===== config.mk =====
export PLATFORM = sky130hd
export DESIGN_NAME = fifo_reader
export DESIGN_NICKNAME = d
export VERILOG_FILES = /design/src/rtl/fifo_pkg.sv /design/src/rtl/fifo_rd_skid.sv /design/src/rtl/fifo_reader.sv
export SDC_FILE = /design/constraint.sdc
export NUM_CORES = 1
export LEC_CHECK = 0
export ABC_AREA = 1
export BUFFER_PORTS_ARGS = -buffer_cell sky130_fd_sc_hd__buf_2
export CORE_UTILIZATION = 45
export DETAILED_ROUTE_END_ITERATION = 16
export PLACE_DENSITY = 0.66
export SLEW_MARGIN = 25
export SYNTH_ARGS = -nofsm -noshare
export SYNTH_HDL_FRONTEND = slang
export SYNTH_HIERARCHICAL = 1
export SYNTH_SLANG_ARGS = --single-unit

===== constraint.sdc =====
create_clock -name Clk -period 9.6 [get_ports Clk]
set_clock_uncertainty 0.05 [all_clocks]
set_input_delay 1.92 -clock Clk [delete_from_list [all_inputs] [get_ports Clk]]
set_output_delay 1.92 -clock Clk [all_outputs]
set_load 0.02 [all_outputs]

===== src/rtl/fifo_pkg.sv =====
// Shared types and default widths for the replay FIFO and its read/write engines.
// Used by fifo_reader (optional feature macro: FIFO_RD_PARITY_EN).
package fifo_pkg;

    localparam int unsigned DATA_W = 16;
    localparam int unsigned CNT_W  = 8;

    typedef enum logic [1:0] {
        IDLE  = 2'd0,
        RUN   = 2'd1,
        DRAIN = 2'd2,
        DONE  = 2'd3
    } rd_state_t;

endpackage


===== src/rtl/fifo_rd_skid.sv =====
// Two-entry skid buffer ordered by capture; head is the oldest word.
// Entry width is set by the parent (data plus an optional parity bit).
module fifo_rd_skid #(
    parameter int unsigned W = 16
) (
    input  logic         clk,
    input  logic         rst_n,
    input  logic         push,
    input  logic [W-1:0] push_data,
    input  logic         pop,
    output logic [1:0]   cnt,
    output logic [W-1:0] head,
    output logic         valid
);

    logic [W-1:0] entry0;
    logic [W-1:0] entry1;
    logic [1:0]   cnt_q;

    // A simultaneous push and pop leaves the count unchanged.
    always_ff @(posedge clk or negedge rst_n) begin
        if (!rst_n) begin
            entry0 <= '0;
            entry1 <= '0;
            cnt_q  <= 2'd0;
        end else begin
            case ({push, pop})
                2'b10: begin
                    if (cnt_q == 2'd0) begin
                        entry0 <= push_data;
                    end else if (cnt_q == 2'd1) begin
                        entry1 <= push_data;
                    end
                    if (cnt_q != 2'd2) begin
                        cnt_q <= cnt_q + 2'd1;
                    end
                end
                2'b01: begin
                    entry0 <= entry1;
                    if (cnt_q != 2'd0) begin
                        cnt_q <= cnt_q - 2'd1;
                    end
                end
                2'b11: begin
                    if (cnt_q == 2'd2) begin
                        entry0 <= entry1;
                        entry1 <= push_data;
                    end else begin
                        entry0 <= push_data;
                    end
                end
                default: ;
            endcase
        end
    end

    assign cnt   = cnt_q;
    assign head  = entry0;
    assign valid = (cnt_q != 2'd0);

endmodule


===== src/rtl/fifo_reader.sv =====
// Read-side engine for the replay FIFO: issues RD, absorbs the 1-cycle read latency
// in a skid buffer and re-presents words on a valid/ready stream. Macro: FIFO_RD_PARITY_EN.
module fifo_reader #(
    parameter int unsigned DATA_W = fifo_pkg::DATA_W,
    parameter int unsigned CNT_W  = fifo_pkg::CNT_W
) (
    input  logic              Clk,
    input  logic              Rst_n,
    input  logic              EN,
    input  logic              start,
    input  logic [CNT_W-1:0]  burst_len,
    input  logic              EMPTY,
    input  logic [DATA_W-1:0] dataOut,
    output logic              RD,
    output logic [DATA_W-1:0] m_data,
    output logic              m_valid,
    input  logic              m_ready,
    output logic              busy,
    output logic              done,
`ifdef FIFO_RD_PARITY_EN
    output logic              m_parity,
`endif
    output logic [CNT_W-1:0]  word_cnt
);

    import fifo_pkg::*;

`ifdef FIFO_RD_PARITY_EN
    localparam int unsigned SKID_W = DATA_W + 1;
`else
    localparam int unsigned SKID_W = DATA_W;
`endif

    rd_state_t         state;
    rd_state_t         next_state;
    logic [CNT_W-1:0]  len_q;
    logic [CNT_W-1:0]  issued_q;
    logic [CNT_W-1:0]  word_cnt_q;
    logic              inflight_q;
    logic              busy_q;
    logic              done_q;
    logic              pop;
    logic [2:0]        occupancy;
    logic [1:0]        skid_cnt;
    logic [SKID_W-1:0] skid_push_data;
    logic [SKID_W-1:0] skid_head;

`ifdef FIFO_RD_PARITY_EN
    assign skid_push_data = {^dataOut, dataOut};
    assign m_parity       = skid_head[DATA_W];
`else
    assign skid_push_data = dataOut;
`endif

    fifo_rd_skid #(
        .W (SKID_W)
    ) u_skid (
        .clk       (Clk),
        .rst_n     (Rst_n),
        .push      (inflight_q),
        .push_data (skid_push_data),
        .pop       (pop),
        .cnt       (skid_cnt),
        .head      (skid_head),
        .valid     (m_valid)
    );

    assign m_data = skid_head[DATA_W-1:0];

    always_ff @(posedge Clk or negedge Rst_n) begin
        if (!Rst_n) begin
            state <= IDLE;
        end else begin
            state <= next_state;
        end
    end

    always_comb begin
        next_state = state;
        case (state)
            IDLE:  if (start) next_state = RUN;
            RUN:   if ((len_q != '0 && issued_q == len_q) || (len_q == '0 && EMPTY))
                       next_state = DRAIN;
            DRAIN: if (!inflight_q && skid_cnt == 2'd0) next_state = DONE;
            DONE:  next_state = IDLE;
            default: next_state = IDLE;
        endcase
    end

    // A word leaving the skid this cycle frees a slot, keeping RD high back-to-back.
    always_comb begin
        pop       = m_valid && m_ready;
        occupancy = 3'(skid_cnt) + 3'(inflight_q) - 3'(pop);
        RD        = (state == RUN) && EN && !EMPTY && (occupancy < 3'd2)
                    && (len_q == '0 || issued_q < len_q);
    end

    always_ff @(posedge Clk or negedge Rst_n) begin
        if (!Rst_n) begin
            len_q      <= '0;
            issued_q   <= '0;
            word_cnt_q <= '0;
            inflight_q <= 1'b0;
            busy_q     <= 1'b0;
            done_q     <= 1'b0;
        end else begin
            inflight_q <= RD;
            busy_q     <= (next_state == RUN) || (next_state == DRAIN);
            done_q     <= (next_state == DONE);
            if (state == IDLE && start) begin
                len_q      <= burst_len;
                issued_q   <= '0;
                word_cnt_q <= '0;
            end else begin
                if (RD)  issued_q   <= issued_q + CNT_W'(1);
                if (pop) word_cnt_q <= word_cnt_q + CNT_W'(1);
            end
        end
    end

    assign busy     = busy_q;
    assign done     = done_q;
    assign word_cnt = word_cnt_q;

endmodule

==> results of run 1 <==
## power by group through the flow
| stage | Sequential (mW) | Combinational (mW) | Clock [mW] |
|---|---|---|---|
| 3_3_place_gp | 0.429 | 0.486 | 0 |
| 5_1_grt | 0.440 | 0.569 | 0.259 |
| 3_5_place_dp | 0.430 | 0.498 | 0 |
| 4_1_cts | 0.426 | 0.501 | 0.247 |
| 2_1_floorplan | 0.472 | 0.332 | 0 |
| 6_report | 0.425 | 0.496 | 0.240 |
## metal layers
layer	GRT usage (%)	vias to the layer above
met3	3.62	8
met4	7.80	0
met1	27.1	1393
met2	32.3	60
met5	0	-
li1	-	1537
## cell usage after synthesis
| cell | count | area, sq um |
|---|---|---|
| inv_4 | 1 | 6.26 |
| nand3_1 | 62 | 310 |
| inv_1 | 73 | 274 |
| xor2_1 | 4 | 35.0 |
| o21ai_0 | 12 | 60.1 |
| buf_6 | 4 | 45.0 |
| nor2_4 | 1 | 11.3 |
| nand4_1 | 8 | 50.1 |
| nor2_2 | 1 | 6.26 |
| nand2_1 | 150 | 563 |
| nor3b_4 | 1 | 18.8 |
| a21oi_1 | 7 | 35.0 |
| ha_1 | 16 | 200 |
| inv_2 | 2 | 7.51 |
| buf_4 | 1 | 7.51 |
| dfrtp_1 | 63 | 1580 |
| nand3_2 | 10 | 100 |
| nand3b_4 | 1 | 20.0 |
| nand2_4 | 2 | 22.5 |
| buf_2 | 7 | 35.0 |
| nand2_2 | 3 | 18.8 |
| a21o_1 | 2 | 15.0 |
| a21oi_4 | 1 | 16.3 |
| clkbuf_1 | 1 | 3.75 |
| nor3_1 | 7 | 35.0 |
| fa_1 | 1 | 20.0 |
| o21bai_1 | 1 | 7.51 |
| nor2_1 | 14 | 52.6 |
## flip-flops by register name, summed over array words and instances, names as in the netlist, 2 cells and up
register and flops:
issued_q 8, len_q 8, state 2, u_skid/cnt 2, u_skid/entry1 16, u_skid/head 16, word_cnt 8
## cell families after synthesis
kind of cell	after synthesis	share of synthesized area, %
AOI/OAI and AO/OA	23	3.77
xor gates and xnor gates	4	0.986
adders and majority gates	17	6.20
buffers and inverters	89	10.7
DFF	63	44.4
and+or+nand+nor	260	34.0
## cell type report
class / instances / area (sq um)
fillers: 764 / 3600
repair buffers: 58 / 293
clock inverters: 3 / 40.0
multi-input cells: 304 / 1600
inverters: 76 / 288
clock buffers: 13 / 169
well taps: 102 / 128
flip-flops and latches: 63 / 1580
## cells in the final DEF, fill, tap and decap left out
master       n
a21o_1       2
a21oi_1      7
a21oi_4      1
buf_2       57
buf_4        1
bufinv_16    1
clkbuf_1     1
clkbuf_8    12
clkinv_2     2
dfrtp_1     63
fa_1         1
ha_1        16
inv_1       73
inv_2        2
inv_4        1
nand2_1    150
nand2_2      3
nand2_4      2
nand3_1     62
nand3_2     10
nand3b_4     1
nand4_1      8
nor2_1      14
nor2_2       1
nor2_4       1
nor3_1       7
nor3b_4      1
o21ai_0     12
o21bai_1     1
xor2_1       4
## through the flow
stage	worst slack, ns	utilization [%]	hold WS (ns)
final	2.96	53.2	0.424
after global routing	2.75	53.2	0.445
after CTS	2.95	53.2	0.425
after global placement	3.03	50.5	0.404
after floorplan	3.86	-	0.392
after detailed placement	2.96	50.5	0.409
## worst max-delay path by stage
stage,endpoint,slack [ns],cells past startpoint
final,RD,2.96,12
after global routing,RD,2.75,12
after CTS,RD,2.95,12
after detailed placement,RD,2.96,12
after floorplan,RD,3.86,10
after global placement,RD,3.03,12
## tightest hold or removal path, cell delays in order (launching register included)
cell     delay [ns]
dfrtp_1        0.34
nand2_1        0.05
nand2_1        0.05
==> flow_summary.json, run 1 <==
{
  "status": "complete, no violations",
  "synth-seq-cells": 63,
  "fin_setup_tns_ns": 0,
  "ioPinCount": 58,
  "power-per-cell-area_mw_per_mm2": 284,
  "hold_end": "u_skid/entry1[9]$_DFFE_PN0P_",
  "synth_warnings": 6,
  "wire_per_inst_microns": 12.1,
  "grt_max_degree": 64,
  "drive_gt1_share_pct": 18.6,
  "area_delta_synth_final_pct": 15.1,
  "min_from": "u_skid/entry1[9]$_DFFE_PN0P_",
  "syn_area_per_cell_sq_um": 7.79,
  "crit_family": "buffers and inverters",
  "clkTransAtPathRegs_ns": 0.07,
  "place_hpwl_microns": 5250,
  "std_cell_rows": 32,
  "syn_area_sq_mm": 0.00355,
  "routed-wl-met3_microns": 287,
  "drtPass1Iterations": 4,
  "clock_path_buffers": 2,
  "post_cts_resized": 0,
  "coreArea_sq_mm": 0.00769,
  "maxCapViolCount": 0,
  "crit_required_ns": 7.63,
  "cts_made_buffers": 9,
  "hold_path_depth": 2,
  "grt_pass1_wl_microns": 13400,
  "vias_per_cell": 4.84,
  "wl_met2_microns": 3510,
  "cp-start-kind": "input pin",
  "hold_path_class": "reg2reg",
  "cts_root_buffer": "clkbuf_8",
  "power.internal_mw": 0.669,
  "rsz0062_at_grt": "no",
  "timing.rr.end": "issued_q[3]$_DFFE_PN0P_",
  "antenna_found_initial": 0,
  "first_iter_violations": 174,
  "setup_viol": 0,
  "worstSetupStartpoint": "m_ready",
  "synth_cell_type_count": 28,
  "nets": 559,
  "clk_latency_ns": 0.33,
  "place_congestion": 0.793,
  "swShare_pct": 42.4,
  "routed_wl_microns": 7510,
  "netlist_instances": 456,
  "yosysSeqAreaShare_pct": 44.4,
  "critPathMaxStageDelay_ns": 0.67,
  "r2r_cells": 14,
  "final_cells": 619,
  "n_antenna_cell": 0,
  "r2r_start": "u_skid/cnt[1]$_DFFE_PN0P_",
  "grt_pass1_vias": 2998,
  "p_seq_share_pct": 36.6,
  "switchingPower_mw": 0.492,
  "cts_tree": "done",
  "finalCritPeriodShare_pct": 69.2,
  "fin_crit_ns": 6.64,
  "path_class": "in2out",
  "cp_common_cell": "inv_1",
  "worstMarginPinSlew_ns": 0.884,
  "combPwrFrac_pct": 42.7,
  "grt_usage_pct": 20.1,
  "placed_area_sq_mm": 0.00388,
  "worstPathArrival_ns": 4.67,
  "path_cells": "buf_2, nand2_1, inv_1, ha_1, inv_1, nand2_1, fa_1, xor2_1, nor3b_4, nand2_4, inv_1, buf_2",
  "clkPwrFrac_pct": 20.7,
  "wl_met1_microns": 3620,
  "cp-end-kind": "output pin",
  "top_layer": "met4",
  "crit_fanout": 26,
  "synthesis.nets": 503,
  "p_total_mw": 1.16,
  "hold_viol": 0,
  "critPathBufInv": 5,
  "postCtsHoldBufs": 0,
  "overflow": 0,
  "finalInstanceArea_sq_mm": 0.00409,
  "antenna_left": 0,
  "drc_errors": 0,
  "p_leak_nw": 2.35,
  "h-tree-depth": 3,
  "vias": 2998,
  "die_w_microns": 90.9,
  "die_area_sq_mm": 0.00826,
  "start_util_pct": 46.2,
  "die_y_microns": 90.9,
  "cts.sinks": 63,
  "post_cts_buffers": 0,
  "dp.cells": 603,
  "irDropWorstVdd_uv": 199,
  "final_max_slew_viol_count": 0,
  "maxSlewHeadroom_pct": 41.0,
  "ff2ff_setup_slack_ns": 5.83,
  "crit_slowest_cell": "inv_1",
  "io_buffers": 57,
  "max_freq_mhz": 151
}
No activity file was read; power rests on OpenSTA's default activity.
==> run 2, diff against run 1 <==
clock period = 6.15 ns   (was 9.6 ns; I/O delays follow)
==> run 2 against run 1 <==
Effect of this change:
- flip-flop and latch count unchanged
- largest power group unchanged
- critical path type is now reg2out
- worst hold slack is essentially flat
- combinational power increased by 58%
- critical endpoint unchanged
- register-to-register slack worse by 2.8 ns
- die area did not move
- clock power grew 35%
- via count grew 0.47%
==> flow_summary.json, run 2 (synthesis results as in run 1) <==
{
  "area_delta_synth_final_pct": 14.3,
  "overflow": 0,
  "ioPinCount": 58,
  "clock_path_buffers": 2,
  "fillers": 782,
  "hold_path_class": "reg2reg",
  "std_cell_rows": 32,
  "cts_tree": "done",
  "routed_wl_microns": 7770,
  "place_congestion": 0.808,
  "rsz0062_at_grt": "no",
  "worstMarginPinSlew_ns": 0.807,
  "n_antenna_cell": 0,
  "irDropWorstVdd_uv": 225,
  "antenna_left": 0,
  "die_w_microns": 90.9,
  "grt_max_degree": 64,
  "power-per-cell-area_mw_per_mm2": 436,
  "switchingPower_mw": 0.798,
  "ff2ff_setup_slack_ns": 3.04,
  "vias_per_cell": 4.86,
  "clkPwrFrac_pct": 18.3,
  "start_util_pct": 46.2,
  "max_freq_mhz": 215,
  "worstPathArrival_ns": 3.37,
  "setup_viol": 0,
  "cp-start-kind": "flop",
  "place_hpwl_microns": 5380,
  "crit_required_ns": 4.87,
  "status": "complete, no violations",
  "p_leak_nw": 2.33,
  "cts_made_buffers": 9,
  "maxSlewHeadroom_pct": 46.2,
  "crit_fanout": 9,
  "final_max_slew_viol_count": 0,
  "postCtsHoldBufs": 0,
  "die_area_sq_mm": 0.00826,
  "finalCritPeriodShare_pct": 75.7,
  "antenna_found_initial": 0,
  "io_buffers": 57,
  "hold_path_depth": 2,
  "grt_pass1_wl_microns": 13400,
  "coreArea_sq_mm": 0.00769,
  "cp-end-kind": "output pin",
  "drc_errors": 0,
  "grt_pass1_vias": 2958,
  "grt_usage_pct": 20.3,
  "clkTransAtPathRegs_ns": 0.07,
  "path_class": "reg2out",
  "final_cell_mix": "150 x nand2_1, 73 x inv_1, 63 x dfrtp_1",
  "vias": 3012,
  "first_iter_violations": 222,
  "swShare_pct": 45.1,
  "h-tree-depth": 3,
  "post_cts_buffers": 0,
  "placed_area_sq_mm": 0.00389,
  "die_y_microns": 90.9,
  "drive_gt1_share_pct": 18.9,
  "mostFrequentLayoutCell": "nand2_1",
  "post_cts_resized": 0,
  "combPwrFrac_pct": 44.1,
  "fin_setup_tns_ns": 0,
  "r2r_cells": 14,
  "fin_crit_ns": 4.65,
  "clk_latency_ns": 0.35,
  "hold_viol": 0,
  "maxCapViolCount": 0,
  "cts.sinks": 63,
  "cts_root_buffer": "clkbuf_8",
  "power.internal_mw": 0.973,
  "nets": 560,
  "wire_per_inst_microns": 12.5,
  "finalInstanceArea_sq_mm": 0.00406,
  "drtPass1Iterations": 4,
  "p_seq_share_pct": 37.6
}
## run 2: critical path: stages, from the launching register on
cell and delay, ns:
dfrtp_1 0.48, inv_1 0.12, ha_1 0.27, inv_1 0.10
nand2_1 0.17, inv_1 0.09, ha_1 0.29, inv_1 0.05
nand2_1 0.06, fa_1 0.39, xor2_1 0.17, nor3b_4 0.42
nand2_4 0.15, inv_1 0.09, buf_2 0.16
## run 2: metal layers
| metal | GRT usage (%) | vias to the layer above | share of wire, % |
|---|---|---|---|
| li1 | - | 1540 | - |
| met5 | 0 | - | 0 |
| met2 | 33.1 | 57 | 46 |
| met3 | 5.05 | 9 | 4.1 |
| met4 | 6.35 | 0 | 0.89 |
| met1 | 26.7 | 1406 | 49 |
## run 2: through the flow
step	power, mW	utilization, %	hold WS [ns]	setup slack [ns]	std cells
floorplan	1.25	-	0.392	1.79	456
global placement	1.43	50.6	0.404	1.54	604
detailed placement	1.46	50.6	0.408	1.50	604
CTS	1.79	52.8	0.426	1.46	620
global route	1.93	52.8	0.444	1.21	620
finish	1.77	52.8	0.424	1.50	620
## run 2: final cells by class
class | instances | area, sq um | area share (%)
clock buffers | 9 | 124 | 3.05
clock inverters | 7 | 48.8 | 1.20
inverters | 76 | 288 | 7.08
flip-flops and latches | 63 | 1580 | 38.8
multi-input cells | 304 | 1600 | 39.3
repair buffers | 59 | 300 | 7.39
well taps | 102 | 128 | 3.14
## run 2: worst paths after layout
check / to / from
worst min register to register: u_skid/entry1[10]$_DFFE_PN0P_ / u_skid/entry1[10]$_DFFE_PN0P_
worst min-delay path: u_skid/entry1[10]$_DFFE_PN0P_ / u_skid/entry1[10]$_DFFE_PN0P_
max in group asynchronous: word_cnt[7]$_DFFE_PN0P_ / Rst_n
worst max register to register: issued_q[3]$_DFFE_PN0P_ / u_skid/cnt[1]$_DFFE_PN0P_
min in group asynchronous: u_skid/head[7]$_DFFE_PN0P_ / Rst_n
worst max-delay path: RD / u_skid/cnt[1]$_DFFE_PN0P_
## run 2: power by group through the flow
stage | sequential, mW | combinational (mW) | clock, mW
2_1_floorplan | 0.737 | 0.518 | 0
3_3_place_gp | 0.669 | 0.761 | 0
3_5_place_dp | 0.674 | 0.786 | 0
4_1_cts | 0.666 | 0.789 | 0.334
5_1_grt | 0.686 | 0.895 | 0.350
6_report | 0.665 | 0.782 | 0.324
